<file path="src/rtl/spi_device.sv">
// Device-side endpoint of the 8-bit LSB-first SPI link: oversampled pins,
// full-duplex shift registers, double-buffered TX byte, and idle-timeout abort.
module spi_device #(
  parameter int SYNC_STAGES  = 2,
  parameter int IDLE_TIMEOUT = 64
) (
  input  logic       clock,
  input  logic       reset_n,
  input  logic       sclk,
  input  logic       mosi,
  input  logic       cs_n,
  output logic       miso,
  input  logic [7:0] tx_data,
  input  logic       tx_load,
  output logic       tx_empty,
  output logic       tx_underrun,
  output logic [7:0] rx_data,
  output logic       rx_valid,
  output logic       busy
);

  localparam int TW = $clog2(IDLE_TIMEOUT + 1);

  typedef enum logic {IDLE, ACTIVE} state_t;

  state_t state_q, state_d;

  logic [SYNC_STAGES-1:0] sclk_sync, mosi_sync, cs_sync;
  logic                   sclk_d;
  logic                   sclk_s, mosi_s, cs_s;

  logic [6:0]    rx_shift;
  logic [3:0]    rx_cnt;
  logic          rx_done;
  logic [7:0]    tx_shift;
  logic [7:0]    tx_buf;
  logic [3:0]    tx_cnt;
  logic          armed;
  logic [TW-1:0] timer;

  logic active, rise, fall, mid_byte, abort;
  logic rx_last, tx_last, underrun_hit, arm;

  assign sclk_s = sclk_sync[SYNC_STAGES-1];
  assign mosi_s = mosi_sync[SYNC_STAGES-1];
  assign cs_s   = cs_sync[SYNC_STAGES-1];

  // The select synchroniser resets to "deselected" so the link starts in IDLE.
  always_ff @(posedge clock or negedge reset_n) begin
    if (!reset_n) begin
      sclk_sync <= '0;
      mosi_sync <= '0;
      cs_sync   <= '1;
      sclk_d    <= 1'b0;
    end else begin
      // NOTE: sequential state uses non-blocking assignments so every flop
      // samples its pre-edge value regardless of statement order.
      sclk_sync <= {sclk_sync[SYNC_STAGES-2:0], sclk};
      mosi_sync <= {mosi_sync[SYNC_STAGES-2:0], mosi};
      cs_sync   <= {cs_sync[SYNC_STAGES-2:0], cs_n};
      sclk_d    <= sclk_s;
    end
  end

  always_ff @(posedge clock or negedge reset_n) begin
    if (!reset_n) state_q <= IDLE;
    else          state_q <= state_d;
  end

  always_comb begin
    // NOTE: every signal gets a default first, so no path leaves one
    // unassigned and no latch is inferred.
    state_d      = state_q;
    active       = 1'b0;
    rise         = 1'b0;
    fall         = 1'b0;
    abort        = 1'b0;
    mid_byte     = (rx_cnt != 4'd0) || (tx_cnt != 4'd0);
    case (state_q)
      IDLE:   if (!cs_s) state_d = ACTIVE;
      ACTIVE: begin
        active = 1'b1;
        rise   = sclk_s & ~sclk_d;
        fall   = ~sclk_s & sclk_d;
        abort  = mid_byte && (cs_s || timer == TW'(IDLE_TIMEOUT));
        if (cs_s) state_d = IDLE;
      end
      default: state_d = IDLE;
    endcase
    rx_last      = rise && rx_cnt == 4'd7;
    tx_last      = fall && tx_cnt == 4'd7;
    underrun_hit = rise && rx_cnt == 4'd0 && !armed;
    arm          = !armed && !tx_empty && !underrun_hit;
  end

  // Receive path; the completing 8th rise takes priority over an abort.
  always_ff @(posedge clock or negedge reset_n) begin
    if (!reset_n) begin
      rx_shift <= '0;
      rx_cnt   <= '0;
      rx_data  <= '0;
      rx_done  <= 1'b0;
      rx_valid <= 1'b0;
    end else begin
      rx_done  <= 1'b0;
      rx_valid <= rx_done;
      if (!active) begin
        rx_cnt <= '0;
      end else if (rx_last) begin
        rx_data <= {mosi_s, rx_shift};
        rx_done <= 1'b1;
        rx_cnt  <= '0;
      end else if (abort) begin
        rx_cnt <= '0;
      end else if (rise) begin
        rx_shift <= {mosi_s, rx_shift[6:1]};
        rx_cnt   <= rx_cnt + 4'd1;
      end
    end
  end

  // Transmit path and double buffer.
  always_ff @(posedge clock or negedge reset_n) begin
    if (!reset_n) begin
      tx_shift    <= '0;
      tx_buf      <= '0;
      tx_cnt      <= '0;
      armed       <= 1'b0;
      tx_empty    <= 1'b1;
      tx_underrun <= 1'b0;
    end else begin
      tx_underrun <= underrun_hit;

      if (tx_load) tx_buf <= tx_data;

      if (tx_load)  tx_empty <= 1'b0;
      else if (arm) tx_empty <= 1'b1;

      if (underrun_hit) tx_shift <= 8'h00;
      else if (arm)     tx_shift <= tx_buf;
      else if (fall)    tx_shift <= {1'b0, tx_shift[7:1]};

      if (tx_last || abort)       armed <= 1'b0;
      else if (underrun_hit || arm) armed <= 1'b1;

      if (!active || tx_last || abort) tx_cnt <= '0;
      else if (fall)                   tx_cnt <= tx_cnt + 4'd1;
    end
  end

  // Mid-byte silence counter; restarts on any edge and saturates at the limit.
  always_ff @(posedge clock or negedge reset_n) begin
    if (!reset_n)                              timer <= '0;
    else if (!active || !mid_byte || rise || fall) timer <= '0;
    else if (timer != TW'(IDLE_TIMEOUT))       timer <= timer + 1'b1;
  end

  assign miso = active & tx_shift[0];
  assign busy = mid_byte;

endmodule
</file>
<file path="config.mk">
export PLATFORM = sky130hd
export DESIGN_NAME = spi_device
export DESIGN_NICKNAME = d
export VERILOG_FILES = /design/src/rtl/spi_device.sv
export SDC_FILE = /design/constraint.sdc
export NUM_CORES = 1
export LEC_CHECK = 0
export BUFFER_PORTS_ARGS = -buffer_cell sky130_fd_sc_hd__buf_2
export CORE_MARGIN = 2
export CORE_UTILIZATION = 52
export CTS_CLUSTER_SIZE = 30
export DETAILED_ROUTE_END_ITERATION = 7
export PLACE_DENSITY_LB_ADDON = 0.12
export SYNTH_ARGS = -nofsm -noshare
export SYNTH_HDL_FRONTEND = slang
export SYNTH_SLANG_ARGS = --single-unit
</file>
<file path="constraint.sdc">
create_clock -name clock -period 1.84 [get_ports clock]
set_clock_uncertainty 0.05 [all_clocks]
set_input_delay 0.276 -clock clock [delete_from_list [all_inputs] [get_ports clock]]
set_output_delay 0.276 -clock clock [all_outputs]
set_load 0.02 [all_outputs]
</file>
==> flow_metrics.tcl <==
set metrics [dict create \
    num_vias 1715 \
    ys_seq_elements 59 \
    drive_above_1_share_pct 40.75 \
    place.gp.congestion 0.7766 \
    grt_usage_pct 20.05 \
    design_area_mm2 0.003269 \
    violations "negative setup slack" \
    layout_setup_ws_ns -0.02896 \
    final_common_cell "dfrtp_1" \
    grt_max_degree 60 \
    worst-path-max-fanout 7 \
    grt.overflow.total 0 \
    max_cap_violations 0 \
    holdWs_ns 0.1184 \
    critPathKind "register to register" \
    syn-cell-area_mm2 0.002540 \
    cpLargestDelayFamily "simple AND/OR/NAND/NOR gates" \
    timing.fmax_mhz 535.1 \
    die_w_um 73.89 \
    fill_cells 344 \
    rsz0062_at_grt "yes" \
    maxSlewViolCount 0 \
    cts-root-buf "clkbuf_8" \
    grt_pass1_vias 1774 \
    nets 280 \
    die_area_mm2 0.005460 \
    dp_hpwl_um 3205 \
    critPathRequiredTime_ns 2.01 \
    seq_area_frac_synth_pct 58.28 \
    post-route-util_pct 69.22 \
    synthesis.nets 223 \
    cp_cell_sequence "inv_2, ha_4, nor3b_4, and3_4, buf_6, o211ai_4, buf_12, mux2_4" \
    drc 0 \
    clk_path_buf_depth 2 \
    hold_path.class "primary input to register" \
    p_leak_nw 1.562 \
    wl_per_cell_um 15.27 \
    rows 25 \
    async_flop_share_pct 100.0 \
    core_area_mm2 0.004723 \
    finalSetupViolations 8 \
    max_stage_delay_ns 0.39 \
    power_density_mw_per_mm2 1024 \
    htree_levels 3 \
    status "finished with violations" \
    peakVddDrop_uv 648.8 \
    finalHoldViolCount 0 \
    die_y_um 73.89 \
    drt-total-wl_um 5070 \
    n_antenna_cell 0 \
    io_buffers 26 \
    synthCells 203 \
    cts.clk_slew.worst_paths_ns 0.07 \
    syn_avg_cell_area_um2 12.51 \
    slew_headroom_pct 67.34 \
    synth-edff-count 0 \
    layout_common_cells "dfrtp_1, buf_2, nor2_1, buf_4, mux2_2" \
    startpoint_type "register" \
    period_needed_ns 1.869 \
    dr.pass1.iters 4 \
    drtIter0Drc 88 \
    ios 27 \
    postPlaceCellArea_mm2 0.002813 \
    dp_slack_ns -0.008937 \
    total_power_w 0.003348 \
    antenna_found_initial 0 \
    cp_data_arrival_time_ns 2.03 \
    path_buf_inv 3 \
    ys_types 38 \
    numCtsBuffers 9 \
    worst_slew_pin_slew_ns 0.4884 \
    area_delta_synth_final_pct 28.72 \
    ys_warn_count 0 \
    postRouteAntennaNets 0 \
    fin_crit_sh_pct 101.6 \
    worstSkewPairLatency_ns 0.34 \
    start_util_pct 53.77 \
    cts_sinks 59 \
    grt_pass1_wl_um 7941 \
    synth_ff_type "dfrtp_1" \
    slowest_stage "dfrtp_1" \
    cts_tree "built" \
    setup.worst_path.end_class "register" \
    via_per_inst 5.166 \
]
-- where the power goes --
group	switching, W	internal (W)	leakage [nW]
Combinational	0.000183	0.000282	0.708
Sequential	0.000118	0.00146	0.745
Clock	0.000504	0.000798	0.108
-- layer usage --
layer	global-route usage, %	part of all wire [%]	up-vias
li1	-	-	819
met1	23.91	44	840
met2	31.94	50	41
met3	4.390	2.9	15
met4	14.34	3.5	0
met5	0	0	-
-- final cells by class --
cell class / count / area, um2 / share of cell area (%)
clock buffer: 10 / 137.6 / 4.210
clock inverter: 6 / 88.84 / 2.717
inverter: 10 / 40.04 / 1.225
multi-input combinational: 127 / 1050 / 32.11
sequential: 59 / 1480 / 45.27
tap: 67 / 83.83 / 2.564
timing repair buffer: 53 / 389.1 / 11.90
-- through the flow --
stage / instances / setup TNS [ns]
detailed placement: 301 / -0.03331
global placement: 301 / 0
global route: 332 / -0.6574
finish: 332 / -0.1629
floorplan: 203 / 0
CTS: 325 / -0.1022
-- synthesized netlist by cell type (all sizes together) (4+ instances only) --
| master | n | share of area, % |
|---|---|---|
| inv | 10 | 1.5 |
| o22ai | 7 | 1.7 |
| xnor2 | 4 | 1.4 |
| dfrtp | 56 | 55 |
| nand4 | 4 | 1.2 |
| clkbuf | 4 | 0.64 |
| a2bb2oi | 7 | 2.4 |
| nor2 | 20 | 3.0 |
| nand3 | 4 | 0.79 |
| mux2 | 23 | 10 |
| ha | 6 | 3.0 |
| nand2 | 14 | 2.1 |
| a21oi | 5 | 0.99 |
| xor2 | 7 | 2.4 |
-- worst paths after layout --
kind                                   startpoint                       to  slack [ns]  cells past startpoint
setup / recovery            rx_cnt[1]$_DFFE_PN0P_  rx_shift[5]$_DFFE_PN0P_       -0.03                      8
hold / removal                         tx_data[2]    tx_buf[2]$_DFFE_PN0P_        0.12                      2
setup reg to reg            rx_cnt[1]$_DFFE_PN0P_  rx_shift[5]$_DFFE_PN0P_       -0.03                      8
hold reg to reg            sclk_sync[0]$_DFF_PN0_   sclk_sync[1]$_DFF_PN0_        0.30                      0
max in group asynchronous                 reset_n     cs_sync[1]$_DFF_PN1_        1.00                      3
min in group asynchronous                 reset_n    tx_buf[5]$_DFFE_PN0P_        0.42                      3
-- registers in the layout, indices dropped and copies added (netlist names), 2 cells and up --
register / count
rx_data: 8
tx_buf: 8
tx_shift: 8
rx_shift: 7
timer: 7
rx_cnt: 4
tx_cnt: 4
cs_sync: 2
mosi_sync: 2
sclk_sync: 2
-- cell families (layout without fill, tap and decap cells) --
family                   count (synthesis)  after routing  share of synthesized area, %
flip-flops                              59             59                         58.28
AND/OR/NAND/NOR                         56             56                         11.53
AO/OA/AOI/OAI                           30             30                         9.655
multiplexers                            24             24                         10.59
buffers and inverters                   17             79                         3.202
XOR/XNOR                                11             11                         3.793
adder cells (fa/ha/maj)                  6              6                         2.956
-- what timing repair did --
item	in CTS	in global routing
pin swaps	1	4
resized for setup	6	21
buffers inserted	4	7
endpoints found under the hold margin	59	0
hold buffers	4	0
cloned	0	0
setup endpoints to repair	8	24
(Power assumes the default switching activity.)
